$ cat src/rtl/alu_result_bcd_driver.sv
// rtl/alu_result_bcd_driver.sv - iterative double-dabble BCD converter driving 7-segment digit LUTs
// One binary bit is consumed per clock; results are loaded into the output registers only on completion.
module alu_result_bcd_driver #(
  parameter int WIDTH  = 16,
  parameter int DIGITS = 5,
  parameter bit LZB    = 1'b1
) (
  input  logic                  iCLK,
  input  logic                  iRST,
  input  logic                  iSTART,
  input  logic                  iSIGNED,
  input  logic [WIDTH-1:0]      iVALUE,
  output logic [4*DIGITS-1:0]   oBCD,
  output logic [DIGITS-1:0]     oON,
  output logic                  oNEG,
  output logic                  oBUSY,
  output logic                  oDONE
);

  localparam int BW = 4 * DIGITS;
  localparam int CW = $clog2(WIDTH + 1);
  localparam logic [DIGITS-1:0] ON_RST = LZB ? DIGITS'(1) : {DIGITS{1'b1}};

  typedef enum logic [1:0] {IDLE, SHIFT, DONE} state_t;

  state_t           state;
  logic [BW-1:0]    bcd_w;
  logic [WIDTH-1:0] bin_w;
  logic [CW-1:0]    cnt;
  logic             neg_w;

  logic [BW-1:0]    bcd_adj;
  logic [BW-1:0]    bcd_nxt;
  logic [WIDTH-1:0] bin_nxt;
  logic [DIGITS-1:0] on_nxt;
  logic             any_nz;
  logic             is_neg;
  logic [WIDTH-1:0] mag;

  assign is_neg = iSIGNED & iVALUE[WIDTH-1];
  assign mag    = is_neg ? (~iVALUE + WIDTH'(1)) : iVALUE;

  // Add-3 is applied per nibble so no carry can cross into the next digit.
  always_comb begin
    bcd_adj = bcd_w;
    for (int k = 0; k < DIGITS; k++) begin
      if (bcd_w[4*k +: 4] >= 4'd5)
        bcd_adj[4*k +: 4] = bcd_w[4*k +: 4] + 4'd3;
    end
    {bcd_nxt, bin_nxt} = {bcd_adj, bin_w} << 1;
  end

  // A digit lights when it or any more-significant digit is nonzero.
  always_comb begin
    any_nz = 1'b0;
    on_nxt = '0;
    for (int k = DIGITS - 1; k >= 0; k--) begin
      any_nz    = any_nz | (|bcd_nxt[4*k +: 4]);
      on_nxt[k] = any_nz;
    end
    on_nxt[0] = 1'b1;
    if (!LZB)
      on_nxt = {DIGITS{1'b1}};
  end

  always_ff @(posedge iCLK) begin
    if (iRST) begin
      state <= IDLE;
      bcd_w <= '0;
      bin_w <= '0;
      cnt   <= '0;
      neg_w <= 1'b0;
      oBCD  <= '0;
      oON   <= ON_RST;
      oNEG  <= 1'b0;
      oBUSY <= 1'b0;
      oDONE <= 1'b0;
    end else begin
      case (state)
        IDLE: begin
          if (iSTART) begin
            bin_w <= mag;
            neg_w <= is_neg;
            bcd_w <= '0;
            cnt   <= '0;
            oBUSY <= 1'b1;
            state <= SHIFT;
          end
        end
        SHIFT: begin
          bcd_w <= bcd_nxt;
          bin_w <= bin_nxt;
          cnt   <= cnt + 1'b1;
          if (cnt == CW'(WIDTH - 1)) begin
            oBCD  <= bcd_nxt;
            oON   <= on_nxt;
            oNEG  <= neg_w;
            oDONE <= 1'b1;
            state <= DONE;
          end
        end
        DONE: begin
          oDONE <= 1'b0;
          oBUSY <= 1'b0;
          state <= IDLE;
        end
        default: state <= IDLE;
      endcase
    end
  end

endmodule

$ cat config.mk
export PLATFORM = sky130hd
export DESIGN_NAME = alu_result_bcd_driver
export DESIGN_NICKNAME = d
export VERILOG_FILES = /design/src/rtl/alu_result_bcd_driver.sv
export SDC_FILE = /design/constraint.sdc
export NUM_CORES = 1
export LEC_CHECK = 0
export CAP_MARGIN = 20
export CORE_MARGIN = 2
export CORE_UTILIZATION = 48
export DETAILED_ROUTE_END_ITERATION = 10
export GPL_ROUTABILITY_DRIVEN = 0
export GPL_TIMING_DRIVEN = 1
export PLACE_DENSITY_LB_ADDON = 0.2
export SETUP_SLACK_MARGIN = 0.15
export SYNTH_ARGS = -nofsm -noshare
export SYNTH_HDL_FRONTEND = slang
export SYNTH_SLANG_ARGS = --single-unit
$ cat constraint.sdc
create_clock -name iCLK -period 6.45 [get_ports iCLK]
set_clock_uncertainty 0.15 [all_clocks]
set_input_delay 1.935 -clock iCLK [delete_from_list [all_inputs] [get_ports iCLK]]
set_output_delay 1.935 -clock iCLK [all_outputs]
set_load 0.01 [all_outputs]
Word level (Yosys, flattened, before mapping)
Cells that the tools add are included.

$add $sub $neg: 7. Bitwise operators: 5. Mux-type cells: 19. Reduce and logical (&&, ||, !) cells: 14. Equality and inequality tests: 5. Order comparisons: 5.

Operators by type and width (number): 20-bit case mux with 2 select lines (1); 16-bit 2-to-1 mux (2); 16-bit case mux with 2 select lines (1); 4-bit by 3-bit greater-or-equal comparator with 1-bit output, second input constant (5); 20-bit 2-to-1 mux (1); 16-bit by 1-bit adder with 16-bit output, second input constant (1); 4-bit by 2-bit adder with 4-bit output, second input constant (4); 4-bit 2-to-1 mux (4); 16-bit NOT (1); 4-bit OR reduction (4); 2-bit AND reduction (6); 5-bit case mux with 2 select lines (1); 2-bit nonzero test (3); 5-bit by 1-bit adder with 5-bit output, second input constant (1); 5-bit by 4-bit == test with 1-bit output, second input constant (1); 5-bit 2-to-1 mux (1); 2-bit 2-to-1 mux (2); 2-bit != test, second input constant (2); 1-bit case mux with 2 select lines (2); 2-bit case mux with 2 select lines (1); 3-bit by 2-bit adder with 3-bit output, second input constant (1); 3-bit 2-to-1 mux (1); 1-bit bitwise OR (3); 2-bit by 1-bit == test with 1-bit output, second input constant (1); 4 further kinds (5).

Input bits: 20. Logic and storage cells: 65. Output and inout bits: 28. Flip-flop bits (word level): 71.

Logic depth before layout (Yosys ltp)
Gate-level depths: netlist (run 1).

Word-level depth: 6. Depth in mapped cells: 8.

Least setup slack after synthesis (run 1)
OpenSTA, ideal clock, no wires.

Path type: input to register. Start point: input iVALUE[4]. End point: register bin_w[12]. Cell stages on the path: 5. Required time: 6170 ps. Path buffers: 0. Data arrival time: 2938 ps. Slack: 3231 ps. Cells stage by stage: nor4_4 -> nand3_1 -> o41ai_1 -> xor2_1 -> o22ai_1.

Longest elaborated chain between the ends: 5.

Ends and longest elaborated chain: start, declared (RTL line 12) `input logic [WIDTH-1:0] iVALUE,`; 16-bit NOT (RTL line 41) `assign mag = is_neg ? (~iVALUE + WIDTH'(1)) : iVALUE;`; 16-bit by 1-bit adder with 16-bit output (RTL line 41); 16-bit 2-to-1 mux (RTL line 41); 16-bit 2-to-1 mux (RTL line 81) `if (iSTART) begin`; 16-bit case mux with 2 select lines (RTL line 79) `case (state)`; end signal, assigned (RTL line 82) `bin_w <= mag;`; end signal, assigned (RTL line 92) `bin_w <= bin_nxt;`; end, declared (RTL line 28) `logic [WIDTH-1:0] bin_w;`.

No other way between the ends. The select of a mux whose other input is x is not followed. A chain may end at the register's enable or synchronous reset.

Worst setup path in the final report (run 1)
Start point: input iSTART. End point: register bin_w[15].

Longest elaborated chain between the ends: 2.

Ends and longest elaborated chain: start, declared (RTL line 10) `input logic iSTART,`; 2-bit != test (no line); 2-bit AND reduction (no line).

No other way between the ends.

==> results.py, run 1 <==
metrics = {
    "power_and_ir_drop": {
        "sw_frac_of_total": 0.236,
        "intPower_w": 0.000657,
        "power_frac_clock": 0.385,
        "p_seq_frac": 0.529,
        "vdd_ir_drop_max_mv": 0.0828,
        "p_sw_w": 0.000203,
        "p_per_area_nw_per_um2": 207,
        "p_leak_nw": 1.46,
        "pwr-share-comb": 0.086,
    },
    "route": {
        "wl_per_cell_um": 12.7,
        "drt-initial-drc-count": 179,
        "vias": 3010,
        "firstDrtPassIters": 4,
        "drt-total-wl_mm": 6.94,
        "drc": 0,
        "viasPerCell": 5.50,
        "ant_nets": 0,
    },
    "critical_path": {
        "cp.arrival_ns": 3.73,
        "crit_family": "simple AND/OR/NAND/NOR gates",
        "end_kind": "flip-flop",
        "worst-setup-path-type": "in2reg",
        "slowest_stage": "nor3b_2",
        "reg2reg_slack_ns": 3.96,
        "critPathLaunchType": "primary input",
        "cp.buffers_inverters": 1,
        "crit_chain": "clkdlybuf4s50_1 > nor3b_2 > nand2b_1 > o32ai_1",
        "path_max_fanout": 10,
        "crit_required_ns": 6.55,
        "cpPeakStageDelay_ns": 0.57,
    },
    "global_route": {
        "grt_pass1_vias": 2699,
        "antenna_found_initial": 0,
        "overflow": 0,
        "grt_pass1_wl_mm": 11.7,
        "grt_start_max_net_pins": 73,
        "grtUsageTotal": 0.187,
    },
    "clock_network": {
        "root_buffer": "clkbuf_8",
        "ctsResizeCount": 0,
        "cts_tree": "built",
        "cts.clk_slew.worst_paths_ns": 0.07,
        "hold_buffers": 0,
        "clk_latency_ns": 0.34,
        "ctsLongestPathBuffers": 2,
        "numCtsBuffers": 9,
        "cts_setup_buffers": 0,
        "cts.htree.levels": 3,
        "cts_sinks": 71,
    },
    "finish": {
        "nets": 478,
        "layout_common_cells": "dfxtp_1, nor2_1, clkdlybuf4s50_1",
        "drive_gt1_frac": 0.0558,
        "antenna_cells": 0,
        "final_common_cell": "dfxtp_1",
        "finalNonFillerCells": 547,
        "area_delta_synth_final_pct": 19.4,
    },
    "timing": {
        "rsz0062_at_grt": "no",
        "fin_setup_tns_ns": 0,
        "final_hold_viol_count": 0,
        "final-setup-viol-count": 0,
        "drv_slew": 0,
        "relSlewSlack": 0.407,
        "fin_crit_ns": 3.63,
        "maxClockFrequency_mhz": 276,
        "period_share": 0.563,
        "tightestPinTransition_ns": 0.887,
    },
    "yosys": {
        "synthAdderAreaFrac": 0.0466,
        "syn-cell-area_um2": 3490,
        "synthCells": 412,
        "syn_nets": 445,
        "synth-xor-area-share": 0.0452,
        "synth-seq-cells": 71,
        "syn_avg_cell_area_um2": 8.47,
        "synth_cell_types": 50,
        "yosys.area_share.simple": 0.200,
        "synth_compound_area_frac": 0.227,
        "synth_mux_area_frac": 0.0229,
        "yosysSeqAreaShare": 0.407,
        "synth_top_family_by_area": "compound AO/OA/AOI/OAI gates",
        "yosys_warnings": 0,
    },
    "outcome": {
        "status": "complete, no violations",
    },
    "placed_design": {
        "hpwlAfterDp_mm": 4.67,
        "placed_cells": 533,
        "port_buffers": 46,
    },
    "die": {
        "initial_core_util": 0.489,
        "die_h_um": 89.3,
        "rows": 31,
        "core_area_um2": 7140,
        "die-width_um": 89.3,
        "dieArea_um2": 7970,
        "ios": 48,
    },
    "flow_run": {
        "maxCapViolations": 0,
    },
    "worst_hold_path": {
        "min_path_type": "reg2reg",
    },
}
worst register-to-register path: stages, from the launching register on:
cell,delay [ns]
dfxtp_1,0.37
ha_1,0.20
and3_1,0.17
ha_1,0.24
nand3b_4,0.22
a211oi_2,0.32
nand3_1,0.16
a2111oi_4,0.37
a311oi_1,0.14
power by group through the flow:
stage / Sequential [W] / Clock, W / Combinational, W
after floorplan: 0.000463 / 0 / 0.0000490
after global placement: 0.000464 / 0 / 0.0000731
after detailed placement: 0.000465 / 0 / 0.0000745
after CTS: 0.000455 / 0.000339 / 0.0000746
after global routing: 0.000455 / 0.000358 / 0.0000825
final: 0.000455 / 0.000332 / 0.0000739
final cells by class:
cell class              instances  area, um2
well taps                      99        124
flip-flops and latches         71       1420
inverters                      17       63.8
fillers                       695       2970
repair buffers                 48        470
multi-input cells             298       1900
clock buffers                  14        183
worst paths after layout:
| path | startpoint | end | cells after the start |
|---|---|---|---|
| worst min register to register | oBCD[6] | oBCD[6] | 2 |
| worst max-delay path | iSTART | bin_w[15] | 4 |
| worst min-delay path | oBCD[6] | oBCD[6] | 2 |
| worst max register to register | cnt[0] | oON[1] | 8 |
cell usage after synthesis (all sizes together):
library cell,instances,area share
a2bb2oi,3,0.0075
o211a,1,0.0029
clkbuf,16,0.018
and2,3,0.0054
o32ai,1,0.0025
nor2b,3,0.0054
nand4,1,0.0018
or3,2,0.0050
nand3b,3,0.010
a211oi,12,0.027
conb,1,0.0011
o21bai,2,0.0043
dfxtp,71,0.41
o31ai,1,0.0022
a222oi,5,0.014
a21oi,36,0.052
xnor2,11,0.028
nor2,54,0.060
xor2,7,0.018
o22ai,9,0.016
a21o,2,0.0043
nor4,2,0.0079
a31oi,2,0.0036
mux2i,8,0.023
and3,4,0.0072
nand2b,8,0.014
a311oi,1,0.0025
a22oi,23,0.049
nand2,32,0.034
inv,17,0.018
ha,13,0.047
a21boi,1,0.0022
nor3b,9,0.021
buf,10,0.015
a2111oi,2,0.010
nand3,8,0.011
o41ai,1,0.0025
nor3,11,0.016
o21ai,16,0.023
cell families (layout without fill, tap and decap cells):
group           count (synthesis)  in the layout
simple gates                  140            140
compound gates                118            118
flops                          71             71
buf+inv                        43             79
xor+xnor                       18             18
fa+ha+maj                      13             13
mux                             8              8
other cells                     1              1
routing by layer:
metal / track usage / vias to the layer above / share of wire
li1: - / 1527 / -
met1: 0.221 / 1414 / 0.46
met2: 0.328 / 58 / 0.48
met3: 0.0332 / 11 / 0.036
met4: 0.0882 / 0 / 0.020
met5: 0 / - / 0
metrics by stage:
stage	hold WS, ns	total power, W	area (um2)	setup WS [ns]	utilization
after floorplan	0.281	0.000512	3490	3.23	-
after global placement	0.294	0.000537	3980	2.50	0.558
after detailed placement	0.295	0.000539	3980	2.46	0.558
after CTS	0.305	0.000868	4170	2.82	0.584
after global routing	0.325	0.000896	4170	2.65	0.584
final	0.302	0.000860	4170	2.82	0.584
flip-flops by register name (all words and copies together), names as in the netlist:
register	cells
bin_w	16
oBUSY	1
oBCD	20
neg_w	1
oNEG	1
oON	4
cnt	5
state	2
oDONE	1
bcd_w	20
(Power assumes the default switching activity.)
==> run 2: changes to the inputs <==
==> constraint.sdc (replaced) <==
create_clock -name iCLK -period 3.61 [get_ports iCLK]
set_clock_uncertainty 0.15 [all_clocks]
set_input_delay 1.083 -clock iCLK [delete_from_list [all_inputs] [get_ports iCLK]]
set_output_delay 1.083 -clock iCLK [all_outputs]
set_load 0.01 [all_outputs]
==> results.py, run 2 (synthesis gave the netlist of run 1 again) <==
metrics = {
    "power_and_ir_drop": {
        "p_seq_frac": 0.493,
        "intPower_w": 0.00128,
        "sw_frac_of_total": 0.220,
        "pwr-share-comb": 0.083,
        "p_leak_nw": 1.50,
        "p_per_area_nw_per_um2": 390,
        "power_frac_clock": 0.425,
        "p_sw_w": 0.000363,
        "vdd_ir_drop_max_mv": 0.202,
    },
    "timing": {
        "hold_ws_ns": 0.304,
        "drv_slew": 0,
        "rsz0062_at_grt": "no",
        "relSlewSlack": 0.616,
        "period_share": 0.749,
        "finalWorstSetupSlack_ns": 0.905,
        "final-setup-viol-count": 0,
        "maxClockFrequency_mhz": 370,
        "fin_setup_tns_ns": 0,
        "final_hold_viol_count": 0,
        "tightestPinTransition_ns": 0.576,
        "fin_crit_ns": 2.70,
    },
    "finish": {
        "layout_common_cells": "dfxtp_1, nor2_1, clkdlybuf4s50_1",
        "antenna_cells": 0,
        "nets": 481,
        "drive_gt1_frac": 0.0640,
        "reg_top3": "bcd_w x20, oBCD x20, bin_w x16",
        "final_common_cell": "dfxtp_1",
        "area_delta_synth_final_pct": 21.0,
    },
    "critical_path": {
        "worst-setup-path-type": "in2reg",
        "crit_required_ns": 3.66,
        "rr_worst_depth": 8,
        "reg2reg_slack_ns": 1.12,
        "r2r_end": "oON[1]",
        "critPathLaunchType": "primary input",
        "r2r_start": "cnt[0]",
        "end_kind": "flip-flop",
        "path_max_fanout": 5,
        "cp.arrival_ns": 2.76,
    },
    "global_route": {
        "grtUsageTotal": 0.188,
        "grt_start_max_net_pins": 49,
        "antenna_found_initial": 0,
        "overflow": 0,
        "grt_pass1_vias": 2700,
        "grt_pass1_wl_mm": 11.9,
    },
    "clock_network": {
        "hold_buffers": 0,
        "root_buffer": "clkbuf_8",
        "clk_latency_ns": 0.34,
        "cts_setup_buffers": 0,
        "ctsLongestPathBuffers": 2,
        "numCtsBuffers": 9,
        "cts_sinks": 71,
        "cts.htree.levels": 3,
        "cts_tree": "built",
        "cts.clk_slew.worst_paths_ns": 0.07,
        "ctsResizeCount": 0,
    },
    "placed_design": {
        "hpwlAfterDp_mm": 4.80,
        "dp_slack_ns": 0.561,
        "port_buffers": 46,
    },
    "route": {
        "ant_nets": 0,
        "drc": 0,
        "viasPerCell": 5.42,
        "wl_per_cell_um": 12.7,
        "vias": 2994,
        "firstDrtPassIters": 4,
        "drt-initial-drc-count": 130,
        "drt-total-wl_mm": 7.03,
    },
    "outcome": {
        "status": "complete, no violations",
    },
    "die": {
        "core_area_um2": 7140,
        "ios": 48,
        "rows": 31,
        "initial_core_util": 0.489,
        "die_h_um": 89.3,
        "die-width_um": 89.3,
        "dieArea_um2": 7970,
    },
    "worst_hold_path": {
        "worstHoldStart": "oBCD[10]",
        "whs_path_depth": 2,
        "worstHoldEndpoint": "oBCD[10]",
        "min_path_type": "reg2reg",
    },
    "flow_run": {
        "maxCapViolations": 0,
    },
}
-- run 2: changes by cell type in the layout (fill, tap and decap cells not counted) --
cell | before | now
clkinv_2 | 0 | 1
clkbuf_1 | 1 | 2
o21bai_4 | 1 | 0
bufinv_16 | 0 | 2
buf_4 | 2 | 5
o21bai_2 | 0 | 1
clkbuf_8 | 13 | 11
-- run 2: final cells by class --
class                           count  area (um2)
Clock inverter                      3        65.1
Clock buffer                       13         159
Inverter                           17        63.8
Timing Repair Buffer               51         493
Tap cell                           99         124
Sequential cell                    71        1420
Multi-Input combinational cell    298        1900
Fill cell                         679        2920
-- run 2: how the worst max path moves through the flow --
stage	endpoint	start	slack, ns
after floorplan	bin_w[12]	iVALUE[4]	1.24
after global placement	bin_w[12]	iVALUE[4]	0.63
after detailed placement	bin_w[12]	iVALUE[4]	0.56
after CTS	bin_w[12]	iVALUE[4]	0.91
after global routing	bin_w[12]	iVALUE[4]	0.86
final	bin_w[12]	iVALUE[4]	0.91
-- run 2: critical path, cell delays in order --
cell             delay (ns)
clkdlybuf4s50_1        0.49
nor4_4                 0.39
nand3_1                0.18
o41ai_1                0.32
xor2_1                 0.19
o22ai_1                0.10
-- run 2: power by group through the flow --
stage	registers (W)	logic [W]	clock network [W]
2_1_floorplan	0.000828	0.0000876	0
5_1_grt	0.000814	0.000152	0.000749
3_5_place_dp	0.000830	0.000137	0
4_1_cts	0.000812	0.000137	0.000718
6_report	0.000812	0.000136	0.000700
3_3_place_gp	0.000829	0.000135	0
-- run 2: layer usage --
metal / share of wire / GRT usage / wire, um
met3: 0.039 / 0.0452 / 276
met4: 0.013 / 0.0611 / 92
met1: 0.46 / 0.236 / 3260
met5: 0 / 0 / 0
met2: 0.48 / 0.320 / 3410
-- run 2: per-stage QoR --
stage | area, um2 | instances | power [W] | utilization
6_report | 4220 | 552 | 0.00165 | 0.592
3_5_place_dp | 4000 | 536 | 0.000967 | 0.560
5_1_grt | 4220 | 552 | 0.00171 | 0.592
2_1_floorplan | 3490 | 412 | 0.000915 | -
3_3_place_gp | 4000 | 536 | 0.000964 | 0.560
4_1_cts | 4220 | 552 | 0.00167 | 0.592
